**src/rtl/seq_pkg.sv**
```systemverilog
// Shared types and constants for the stage sequencer: state encoding,
// index-width helper and the per-edge priority ordering.
package seq_pkg;

  // Run mode of the sequencer; the active stage index is held separately.
  typedef enum logic {
    ST_IDLE   = 1'b0,
    ST_ACTIVE = 1'b1
  } mode_t;

  // Stage index held while idle, and the fetch stage index.
  localparam int IDLE_IDX  = 0;
  localparam int FETCH_IDX = 0;

  // Per-edge priority of control inputs, highest first (lower code wins).
  localparam int PRI_RESET   = 0;
  localparam int PRI_HALT    = 1;
  localparam int PRI_START   = 2;
  localparam int PRI_STALL   = 3;
  localparam int PRI_ADVANCE = 4;

  // Width of a binary stage index for n stages.
  function automatic int sw_of(input int n);
    return (n < 2) ? 1 : $clog2(n);
  endfunction

endpackage

```
**src/rtl/stage_sequencer_if.sv**
```systemverilog
// Control/status bundle between the core controller and the stage sequencer.
interface stage_sequencer_if #(
  parameter int N_STAGES = 5,
  parameter int CNT_W    = 16
);
  localparam int SW = seq_pkg::sw_of(N_STAGES);

  logic                start;
  logic                stall;
  logic                halt;
  logic [N_STAGES-1:0] skip_mask;
  logic [N_STAGES-1:0] stage_oh;
  logic [SW-1:0]       stage_idx;
  logic                busy;
  logic                retire;
  logic [CNT_W-1:0]    retire_count;

  // Controller side: issues commands, observes stage status.
  modport master (
    output start, stall, halt, skip_mask,
    input  stage_oh, stage_idx, busy, retire, retire_count
  );

  // Sequencer side.
  modport slave (
    input  start, stall, halt, skip_mask,
    output stage_oh, stage_idx, busy, retire, retire_count
  );
endinterface

```
**src/rtl/seq_next_stage.sv**
```systemverilog
// Finds the lowest non-skipped stage index strictly above the current one.
// The caller guarantees mask[N_STAGES-1] is clear, so a target always exists.
module seq_next_stage #(
  parameter int N_STAGES = 5,
  parameter int SW       = 3
) (
  input  logic [N_STAGES-1:0] mask,
  input  logic [SW-1:0]       cur,
  output logic [SW-1:0]       nxt
);

  // Scan from the top down so the lowest qualifying index is the last written.
  always_comb begin
    nxt = SW'(N_STAGES - 1);
    for (int j = N_STAGES - 1; j >= 0; j--) begin
      if ((j > int'(cur)) && !mask[j]) begin
        nxt = SW'(j);
      end
    end
  end

endmodule

```
**src/rtl/stage_sequencer.sv**
```systemverilog
// N-stage multicycle instruction sequencer with stage skipping, stall,
// halt/restart, continuous or single-shot operation and a retire counter.
module stage_sequencer
  import seq_pkg::*;
#(
  parameter int N_STAGES   = 5,
  parameter int CNT_W      = 16,
  parameter bit CONTINUOUS = 1'b1
) (
  input logic               m_clock,
  input logic               p_reset,
  stage_sequencer_if.slave  bus
);

  localparam int SW = sw_of(N_STAGES);
  // Fetch and writeback can never be skipped.
  localparam logic [N_STAGES-1:0] ENDS  = {1'b1, {(N_STAGES-1){1'b0}}} | N_STAGES'(1);
  localparam logic [N_STAGES-1:0] INNER = ~ENDS;

  mode_t               mode_q, mode_d;
  logic [SW-1:0]       idx_q, idx_d;
  logic [N_STAGES-1:0] mask_q, mask_d;
  logic                retire_q, retire_d;
  logic [CNT_W-1:0]    cnt_q, cnt_d;

  logic [SW-1:0]       next_idx;
  logic                active;
  logic                legal;
  logic                last;
  logic [N_STAGES-1:0] stage_oh_w;

  seq_next_stage #(
    .N_STAGES (N_STAGES),
    .SW       (SW)
  ) u_next (
    .mask (mask_q),
    .cur  (idx_q),
    .nxt  (next_idx)
  );

  assign active = (mode_q == ST_ACTIVE);
  assign legal  = (int'(idx_q) < N_STAGES);
  assign last   = (idx_q == SW'(N_STAGES - 1));

  // Next-state logic in priority order: halt, start, illegal recovery, stall, advance.
  always_comb begin
    mode_d   = mode_q;
    idx_d    = idx_q;
    mask_d   = mask_q;
    retire_d = 1'b0;
    cnt_d    = cnt_q;
    if (bus.halt) begin
      mode_d = ST_IDLE;
      idx_d  = SW'(IDLE_IDX);
    end else if (bus.start) begin
      mode_d = ST_ACTIVE;
      idx_d  = SW'(FETCH_IDX);
      mask_d = bus.skip_mask & INNER;
    end else if (active) begin
      if (!legal) begin
        mode_d = ST_IDLE;
        idx_d  = SW'(IDLE_IDX);
      end else if (bus.stall) begin
        mode_d = mode_q;
      end else if (last) begin
        retire_d = 1'b1;
        cnt_d    = cnt_q + CNT_W'(1);
        if (CONTINUOUS) begin
          mode_d = ST_ACTIVE;
          idx_d  = SW'(FETCH_IDX);
          mask_d = bus.skip_mask & INNER;
        end else begin
          mode_d = ST_IDLE;
          idx_d  = SW'(IDLE_IDX);
        end
      end else begin
        idx_d = next_idx;
      end
    end
  end

  // State, latched mask, retire pulse and counter; async reset clears everything.
  always_ff @(posedge m_clock or posedge p_reset) begin
    if (p_reset) begin
      mode_q   <= ST_IDLE;
      idx_q    <= SW'(IDLE_IDX);
      mask_q   <= '0;
      retire_q <= 1'b0;
      cnt_q    <= '0;
    end else begin
      mode_q   <= mode_d;
      idx_q    <= idx_d;
      mask_q   <= mask_d;
      retire_q <= retire_d;
      cnt_q    <= cnt_d;
    end
  end

  // One-hot stage decode from the registered state; all zero when idle.
  always_comb begin
    stage_oh_w = '0;
    for (int i = 0; i < N_STAGES; i++) begin
      if (active && (idx_q == SW'(i))) begin
        stage_oh_w[i] = 1'b1;
      end
    end
  end

  assign bus.stage_oh     = stage_oh_w;
  assign bus.stage_idx    = active ? idx_q : SW'(IDLE_IDX);
  assign bus.busy         = active;
  assign bus.retire       = retire_q;
  assign bus.retire_count = cnt_q;

endmodule

```
**src/flat_wrapper.sv**
```systemverilog
// flat-port wrapper written by rule: the top's interface ports become plain ports
module stage_sequencer_flat import seq_pkg::*;
#(
  parameter int N_STAGES   = 5,
  parameter int CNT_W      = 16,
  parameter bit CONTINUOUS = 1'b1
)
  (m_clock, p_reset, bus_start, bus_stall, bus_halt, bus_skip_mask, bus_stage_oh, bus_stage_idx, bus_busy, bus_retire, bus_retire_count);
  stage_sequencer_if #(.N_STAGES(N_STAGES), .CNT_W(CNT_W)) bus_i ();
  input logic m_clock;
  input logic p_reset;
  input wire logic [$bits(bus_i.start)-1:0] bus_start;
  input wire logic [$bits(bus_i.stall)-1:0] bus_stall;
  input wire logic [$bits(bus_i.halt)-1:0] bus_halt;
  input wire logic [$bits(bus_i.skip_mask)-1:0] bus_skip_mask;
  output wire logic [$bits(bus_i.stage_oh)-1:0] bus_stage_oh;
  output wire logic [$bits(bus_i.stage_idx)-1:0] bus_stage_idx;
  output wire logic [$bits(bus_i.busy)-1:0] bus_busy;
  output wire logic [$bits(bus_i.retire)-1:0] bus_retire;
  output wire logic [$bits(bus_i.retire_count)-1:0] bus_retire_count;
  assign bus_i.start = bus_start;
  assign bus_i.stall = bus_stall;
  assign bus_i.halt = bus_halt;
  assign bus_i.skip_mask = bus_skip_mask;
  assign bus_stage_oh = bus_i.stage_oh;
  assign bus_stage_idx = bus_i.stage_idx;
  assign bus_busy = bus_i.busy;
  assign bus_retire = bus_i.retire;
  assign bus_retire_count = bus_i.retire_count;
  stage_sequencer #(.N_STAGES(N_STAGES), .CNT_W(CNT_W), .CONTINUOUS(CONTINUOUS)) u_core (.m_clock(m_clock), .p_reset(p_reset), .bus(bus_i));
endmodule
```
**config.mk**
```make
export PLATFORM = sky130hd
export DESIGN_NAME = stage_sequencer_flat
export DESIGN_NICKNAME = d
export VERILOG_FILES = /design/src/rtl/seq_pkg.sv /design/src/rtl/stage_sequencer_if.sv /design/src/rtl/seq_next_stage.sv /design/src/rtl/stage_sequencer.sv /design/src/flat_wrapper.sv
export SDC_FILE = /design/constraint.sdc
export NUM_CORES = 1
export LEC_CHECK = 0
export BUFFER_PORTS_ARGS = -buffer_cell sky130_fd_sc_hd__buf_4
export CAP_MARGIN = 25
export CORE_ASPECT_RATIO = 0.5
export CORE_MARGIN = 3
export CORE_UTILIZATION = 30
export CTS_BUF_LIST = sky130_fd_sc_hd__clkbuf_4
export CTS_CLUSTER_DIAMETER = 200
export DETAILED_ROUTE_END_ITERATION = 16
export HOLD_SLACK_MARGIN = 0.1
export PLACE_DENSITY = 0.51
export SYNTH_ARGS = -nofsm -noshare
export SYNTH_HDL_FRONTEND = slang
export SYNTH_SLANG_ARGS = --single-unit
```
**constraint.sdc**
```tcl
create_clock -name m_clock -period 1.72 [get_ports m_clock]
set_input_delay 0.344 -clock m_clock [delete_from_list [all_inputs] [get_ports m_clock]]
set_output_delay 0.344 -clock m_clock [all_outputs]
set_load 0.05 [all_outputs]
```
# == Yosys cells after proc, flatten, opt, wreduce, memory -nomap -nowiden ==
# Index checks and enable logic that the tools add are counted.
# op_classes
n_addsub,1
multipliers,0
div,0
magnitude_cmp,4
eq_ne,6
n_shift,0
mux,30
bitwise,3
n_reduce_logical,19
# op_table
op,n
$mux 3,10
$mux 4,5
$add 16x1->16 const B,1
$mux 1,15
$logic_and 1x1->1,8
$eq 3x2->1 const B,2
$gt 2x3->1 const A,2
$reduce_and 6->1,1
$reduce_bool 2->1,3
$reduce_and 5->1,1
$ne 4x4->1 const B,1
$eq 3x1->1 const B,1
$eq 3x3->1 const B,1
$gt 1x3->1 const A,1
$logic_not 1->1,3
$logic_not 3->1,1
$lt 3x3->1 const B,1
$not 1->1,3
$reduce_bool 3->1,1
$ne 2x2->1 const B,1
$reduce_and 2->1,1
# totals
reg_bits,25
latchBits,0
mem_bits_rw,0
romBits,0
in_bits,10
word_cells,68
mem_count,0

# == Logic depth before layout (Yosys ltp) ==
# Gate-level depths: netlist of run 1.
# logic_depth
word_depth,11
depth_mapped,5
mapped_depth_nobuf,5

# == Modules after synthesis ==
# Synthesis of run 1 repeated with hierarchy kept, for this count alone.
# unflattened
cells_unflattened,121
hier_area_um2,1233.7
# by_module_without_submodules
mod,instances,cells_each,area_each_um2
stage_sequencer,1,110,1164.9
seq_next_stage,1,11,68.8

# == Least setup slack after synthesis of run 1 ==
# OpenSTA, ideal clock, no wires.
# synth_path
path_type,register -> output
from,"register u_core.mode_q, in the netlist u_core.bus.busy"
to,output port bus_stage_oh[1]
t_arrival_ps,2257
path_slack_ps,-881
path_stages_with_launch,4
cell_sequence,dfrtp_1 clkbuf_1 nand2b_1 nor3b_1
# synth_between
elab_chain_len,2
# synth_rtl
item,line,rtl
start: declaration,stage_sequencer.sv:20,"mode_t mode_q, mode_d;"
start signal: assignment,stage_sequencer.sv:91,mode_q <= mode_d;
$logic_and 1x1->1,stage_sequencer.sv:103,if (active && (idx_q == SW'(i))) begin
$mux 1,stage_sequencer.sv:103,
end: declaration,flat_wrapper.sv:16,output wire logic [$bits(bus_i.stage_oh)-1:0] bus_stage_oh;
# No other way between the ends.

# == Worst setup path in the final report of run 1 ==
# layout_path
from,register u_core.idx_q[0]
to,output port bus_stage_oh[4]
# layout_between
elab_chain_len,3
# layout_rtl
item,line,rtl
start: declaration,stage_sequencer.sv:21,"logic [SW-1:0] idx_q, idx_d;"
start signal: assignment,stage_sequencer.sv:86,idx_q <= SW'(IDLE_IDX);
start signal: assignment,stage_sequencer.sv:92,idx_q <= idx_d;
$eq 3x3->1,stage_sequencer.sv:103,
$logic_and 1x1->1,stage_sequencer.sv:103,
$mux 1,stage_sequencer.sv:103,
# No other way between the ends.

==> results.sh, run 1 <==
export IMPL_rsz0062_at_grt="true"
export IMPL_yosysWarnings=0
export IMPL_clock_sinks=24
export IMPL_hold_violations=0
export IMPL_grt_pass1_wl_um=5390
export IMPL_worst_path_largest_cell_delay_ns=0.42
export IMPL_die_w_um=97.3
export IMPL_p_comb_share_pct=14.6
export IMPL_start_util_pct=33.8
export IMPL_drt_initial_drc_count=44
export IMPL_synth_xor_area_share_pct=10.5
export IMPL_placementRows=15
export IMPL_setup_ws_ns=-0.00462
export IMPL_drive_gt1_share_pct=46.4
export IMPL_yosys_area_share_simple_pct=27.5
export IMPL_io_pins=36
export IMPL_dp_hpwl_um=2180
export IMPL_antenna_found_initial=0
export IMPL_hp_class="in -> reg"
export IMPL_synth_edf_count=0
export IMPL_setup_worst_path_end_class="output port"
export IMPL_ant_nets=0
export IMPL_max_cap_violations=0
export IMPL_setup_violations=2
export IMPL_routed_wl_um=3130
export IMPL_cp_common_cell="buf_6"
export IMPL_numCtsBuffers=3
export IMPL_worst_r2r_endpoint="u_core.bus.retire_count[1]"
export IMPL_clockBufferDepth=2
export IMPL_fmax_mhz=580
export IMPL_first_pass_iters=4
export IMPL_fin_skew_ns=0.00585
export IMPL_status="complete, but fails checks"
export IMPL_routedWlPerCell_um=13.6
export IMPL_nNetsFinal=191
export IMPL_grt_usage_pct=13.2
export IMPL_critical_path_slowest_cell="dfrtp_1"
export IMPL_r2r_start="u_core.idx_q[0]"
export IMPL_worst_pin_slew_ns=0.392
export IMPL_synth_ff_type="dfrtp_1"
export IMPL_p_int_w=0.000894
export IMPL_required_ns=1.38
export IMPL_grt_max_degree=25
export IMPL_period_share_pct=100
export IMPL_power_w=0.00119
export IMPL_n_fill_cell=360
export IMPL_p_switching_w=0.000296
export IMPL_insertion_delay_ns=0.33
export IMPL_post_route_drc_count=0
export IMPL_grt_pass1_vias=1126
export IMPL_io_buffers=33
export IMPL_dieHeight_um=51.6
export IMPL_startpoint="u_core.idx_q[0]"
export IMPL_vias=1139
export IMPL_violations="setup timing"
export IMPL_power_switching_share_pct=24.9
export IMPL_gp_congestion=0.751
export IMPL_ys_ff_latch=24
export IMPL_syn_to_final_growth_pct=51.7
export IMPL_synth_avg_cell_area_um2=10.0
export IMPL_crit_fanout=4
export IMPL_path_buf_inv=2
export IMPL_rr_worst_depth=5
export IMPL_r2r_slack_ns=0.03
export IMPL_drv_slew=0
export IMPL_htree_levels=1
export IMPL_cts_tree="yes"
export IMPL_syn_area_um2=1250
export IMPL_start_kind="flip-flop"
export IMPL_slew_headroom_pct=73.8
export IMPL_crit_family="flip-flops"
export IMPL_synth_compound_area_share_pct=6.41
export IMPL_path_clk_slew_ns=0.14
export IMPL_cp_endpoint="bus_stage_oh[4]"
export IMPL_leakage_nw=0.862
export IMPL_ys_seq_area_share_pct=48.0
export IMPL_powerDensity_nw_per_um2=628
export IMPL_dpl_worst_slack_ns=0.0418
export IMPL_ys_types=34
export IMPL_power_frac_clock_pct=35.5
export IMPL_viasPerCell=4.95
export IMPL_antennaDiodeCount=0
export IMPL_cp_depth=4
export IMPL_coreArea_um2=3700
export IMPL_synth_cells=125
export IMPL_crit_type="reg -> out"
export IMPL_synth_top_family_by_area="simple AND/OR/NAND/NOR gates"
export IMPL_overflow=0
export IMPL_arrival_ns=1.38
export IMPL_p_seq_share_pct=49.8
export IMPL_fin_crit_ns=1.72
export IMPL_ir_worst_vdd_mv=0.285
export IMPL_cts_root_buffer="clkbuf_4"
export IMPL_dieArea_um2=5020
export IMPL_muxShareOfSynthArea_pct=3.60
export IMPL_path_cells="buf_6, or2_4, nor2_4, buf_6"
export IMPL_ys_async_sr_fraction_pct=100
export IMPL_synthAdderAreaFrac_pct=1.00
export IMPL_synth_fp_nets=136
## how the worst min path moves through the flow
stage / startpoint / to / slack, ns / depth (start not counted)
final: bus_halt / u_core.bus.busy / 0.20 / 2
after global routing: bus_halt / u_core.bus.busy / 0.19 / 2
after CTS: bus_halt / u_core.bus.busy / 0.18 / 2
after floorplan: p_reset / u_core.bus.retire / 0.36 / 1
after detailed placement: p_reset / u_core.mask_q[1] / 0.42 / 3
after global placement: p_reset / u_core.bus.retire_count[4] / 0.42 / 3
## worst reg2reg max path, stage by stage (launching register included)
cell and delay [ns]:
dfrtp_1 0.42, buf_4 0.14, or3_4 0.44, nor3_4 0.17
buf_12 0.15, mux2_4 0.29
## cells by family (layout without fill, tap and decap cells)
kind of cell | after synthesis | in the layout
compound gates | 13 | 13
flops | 24 | 24
xor+xnor | 15 | 15
mux | 4 | 4
fa+ha+maj | 1 | 1
simple gates | 59 | 59
buf+inv | 9 | 63
## cells in the final DEF, fill, tap and decap left out, types with 2 or more instances in the layout
cell type | netlist | routed
buf_6 | 0 | 8
nor2_4 | 0 | 2
xor2_1 | 3 | 3
a31oi_1 | 2 | 2
nor3_4 | 1 | 2
dfrtp_2 | 0 | 5
o21ai_0 | 3 | 3
buf_12 | 0 | 2
nand3_1 | 6 | 6
a21oi_1 | 4 | 4
nand4_1 | 8 | 8
inv_1 | 4 | 4
nor3_1 | 4 | 2
xnor2_1 | 12 | 12
buf_4 | 0 | 44
nand2_1 | 13 | 12
dfrtp_1 | 24 | 19
and2_1 | 3 | 3
mux2_2 | 4 | 3
nor2_1 | 10 | 5
nor2_2 | 0 | 3
clkbuf_4 | 0 | 3
## power by group through the flow
stage	combinational [W]	clock [W]	sequential, W
4_1_cts	0.000172	0.000430	0.000593
2_1_floorplan	0.0000920	0	0.000610
6_report	0.000174	0.000423	0.000593
3_3_place_gp	0.000148	0	0.000603
3_5_place_dp	0.000150	0	0.000603
5_1_grt	0.000190	0.000458	0.000595
## flip-flops by register name, indices dropped and copies added (netlist names)
signal	count
u_core.bus.retire_count	16
u_core.mask_q	3
u_core.idx_q	3
u_core.bus.retire	1
u_core.bus.busy	1
## cell usage after synthesis, types with 2 or more instances
| cell type | instances | area share [%] |
|---|---|---|
| mux2_2 | 4 | 3.6 |
| clkbuf_1 | 3 | 0.90 |
| xnor2_1 | 12 | 8.4 |
| nor2_1 | 10 | 3.0 |
| inv_1 | 4 | 1.2 |
| nand2_1 | 13 | 3.9 |
| dfrtp_1 | 24 | 48 |
| nor3_1 | 4 | 1.6 |
| nand2b_1 | 2 | 1.0 |
| and2_1 | 3 | 1.5 |
| xor2_1 | 3 | 2.1 |
| o21ai_0 | 3 | 1.2 |
| a31oi_1 | 2 | 1.0 |
| buf_2 | 2 | 0.80 |
| nand4_1 | 8 | 4.0 |
| a21oi_1 | 4 | 1.6 |
| nor4_1 | 2 | 1.0 |
| nand3_1 | 6 | 2.4 |
## per-layer routing
| metal | GRT usage, % | wire [um] | up-vias |
|---|---|---|---|
| met2 | 21.9 | 1380 | 21 |
| li1 | - | - | 555 |
| met1 | 18.4 | 1610 | 561 |
| met4 | 1.38 | 14 | 0 |
| met3 | 3.21 | 123 | 2 |
| met5 | 0 | 0 | - |
## what timing repair did
item	CTS	global route
buffers inserted	11	0
endpoints found under the hold margin	24	0
cloned	0	0
gates resized for setup	11	7
hold buffers	1	0
pin swaps	4	2
endpoints found under the setup margin	5	19
## area by class of cell
type / instances / area (um2) / area share (%)
Timing Repair Buffer: 55 / 470 / 24.8
Multi-Input combinational cell: 92 / 687 / 36.2
Sequential cell: 24 / 607 / 32.0
Inverter: 4 / 15.0 / 0.792
Clock buffer: 3 / 22.5 / 1.19
Tap cell: 51 / 63.8 / 3.37
Clock inverter: 1 / 30.0 / 1.58
## stage by stage
| step | TNS (ns) | instance area [um2] | instances | util (%) | hold WS, ns |
|---|---|---|---|---|---|
| final | -0.00485 | 1900 | 230 | 51.3 | 0.199 |
| after global routing | -0.312 | 1900 | 230 | 51.3 | 0.191 |
| after CTS | -0.0406 | 1870 | 230 | 50.6 | 0.181 |
| after detailed placement | 0 | 1660 | 214 | 44.9 | 0.423 |
| after global placement | 0 | 1660 | 214 | 44.9 | 0.419 |
| after floorplan | -0.00586 | 1300 | 125 | - | 0.358 |
Power figures use the tool's default switching activity.
==> run 2: changes to the inputs <==
Settings changed: CORE_ASPECT_RATIO 0.5 to unset, PLACE_DENSITY 0.51 to 0.6, SKIP_LAST_GASP set to 1.
==> run 2 against run 1 <==
- the run now ends clean
- via count grew 1.1%
- combinational power is essentially flat
- critical path depth is the same
- hold slack gained 0.020 ns
- maximum frequency grew 0.80%
- register-to-register slack gained 0.02 ns
- sequential share of layout area grew 0.94 points
- global-route usage shrank 0.38 points
- clock skew shrank 0.0045 ns
- total power shrank 15%
- clock power shrank 42%
- final area shrank 2.6%
==> results.sh, run 2 (same netlist as run 1, synthesis figures left out) <==
export IMPL_antennaDiodeCount=0
export IMPL_path_buf_inv=2
export IMPL_dieArea_um2=4980
export IMPL_overflow=0
export IMPL_worst_path_largest_cell_delay_ns=0.41
export IMPL_drv_slew=0
export IMPL_drive_gt1_share_pct=45.0
export IMPL_layout_common_cells="buf_4 (45), dfrtp_1 (18), nand2_1 (13)"
export IMPL_syn_to_final_growth_pct=47.6
export IMPL_hold_violations=0
export IMPL_gp_congestion=0.864
export IMPL_coreArea_um2=3830
export IMPL_clock_sinks=24
export IMPL_insertion_delay_ns=0.31
export IMPL_setup_violations=0
export IMPL_crit_family="flip-flops"
export IMPL_io_pins=36
export IMPL_period_share_pct=99.5
export IMPL_slew_headroom_pct=64.3
export IMPL_rsz0062_at_grt="true"
export IMPL_tns_ns=0
export IMPL_die_w_um=70.6
export IMPL_numCtsBuffers=3
export IMPL_ir_worst_vdd_mv=0.325
export IMPL_multi_input_area_um2=672
export IMPL_leakage_nw=0.850
export IMPL_viasPerCell=5.05
export IMPL_grt_pass1_wl_um=5200
export IMPL_ant_nets=0
export IMPL_fin_skew_ns=0.00137
export IMPL_dieHeight_um=70.6
export IMPL_setup_worst_path_end_class="output port"
export IMPL_grt_max_degree=25
export IMPL_powerDensity_nw_per_um2=550
export IMPL_start_kind="flip-flop"
export IMPL_final_common_cell="buf_4"
export IMPL_required_ns=1.38
export IMPL_arrival_ns=1.37
export IMPL_seq_area_um2=608
export IMPL_post_route_drc_count=0
export IMPL_critical_path_slowest_cell="dfrtp_1"
export IMPL_worst_pin_slew_ns=0.522
export IMPL_io_buffers=33
export IMPL_path_cells="buf_6, or2_4, nor2_4, buf_6"
export IMPL_routedWlPerCell_um=13.4
export IMPL_cp_common_cell="buf_6"
export IMPL_fmax_mhz=585
export IMPL_placementRows=22
export IMPL_dp_hpwl_um=2200
export IMPL_routed_wl_um=3060
export IMPL_grt_pass1_vias=1132
export IMPL_max_cap_violations=0
export IMPL_vias=1151
export IMPL_first_pass_iters=4
export IMPL_grt_usage_pct=12.9
export IMPL_n_fill_cell=356
export IMPL_fin_crit_ns=1.71
export IMPL_cts_tree="yes"
export IMPL_nNetsFinal=192
export IMPL_crit_fanout=5
export IMPL_drt_initial_drc_count=28
export IMPL_placed_cells=210
export IMPL_stdcell_count=228
export IMPL_largest_reg_flops=16
export IMPL_hp_class="in -> reg"
export IMPL_start_util_pct=32.7
export IMPL_crit_type="reg -> out"
export IMPL_status="completed"
export IMPL_path_clk_slew_ns=0.13
export IMPL_antenna_found_initial=0
export IMPL_clockBufferDepth=2
export IMPL_htree_levels=1
export IMPL_cts_root_buffer="clkbuf_4"
## run 2: per-layer routing
metal / up-vias / track usage [%] / part of all wire, %
li1: 554 / - / -
met1: 556 / 17.0 / 44
met2: 35 / 21.0 / 49
met3: 6 / 2.56 / 5.3
met4: 0 / 4.59 / 1.8
met5: - / 0 / 0
## run 2: final timing paths
check / slack, ns / cells past startpoint / to / from
max in group asynchronous: 0.85 / 4 / u_core.bus.retire_count[6] / p_reset
hold reg to reg: 0.48 / 1 / u_core.bus.retire_count[15] / u_core.bus.retire_count[15]
hold / removal: 0.22 / 2 / u_core.bus.busy / bus_halt
min in group asynchronous: 0.62 / 4 / u_core.mask_q[3] / p_reset
setup reg to reg: 0.05 / 5 / u_core.bus.retire_count[1] / u_core.idx_q[1]
setup / recovery: 0.009 / 4 / bus_stage_oh[4] / u_core.idx_q[1]
## run 2: repair_timing
item,CTS,global route
pin swaps,2,4
buffers inserted,9,4
hold buffers,1,0
gates cloned,0,0
hold endpoints to repair,24,0
gates resized for setup,12,6
endpoints found under the setup margin,6,16
## run 2: area by class of cell
class | instances | area share [%]
Multi-Input combinational cell | 92 | 36.4
Sequential cell | 24 | 32.9
Timing Repair Buffer | 56 | 25.2
Tap cell | 48 | 3.25
Clock buffer | 3 | 1.22
Inverter | 4 | 0.814
Clock inverter | 1 | 0.203
## run 2: power breakdown
part	leakage, nW	switching [W]	internal, W	total [W]
clock network	0.0154	0.000162	0.0000848	0.000247
logic	0.517	0.0000950	0.0000800	0.000175
registers	0.317	0.0000132	0.000579	0.000593
total	0.850	0.000271	0.000744	0.00101
## run 2: per-stage QoR
step	util (%)	hold slack [ns]	power, W	setup slack, ns	area, um2
2_1_floorplan	-	0.358	0.000702	-0.00408	1300
6_report	48.2	0.219	0.00101	0.00914	1850
3_5_place_dp	43.1	0.416	0.000750	0.0583	1650
5_1_grt	48.2	0.203	0.00106	-0.0575	1850
4_1_cts	46.9	0.202	0.00101	-0.0163	1800
3_3_place_gp	43.1	0.408	0.000746	0.0800	1650
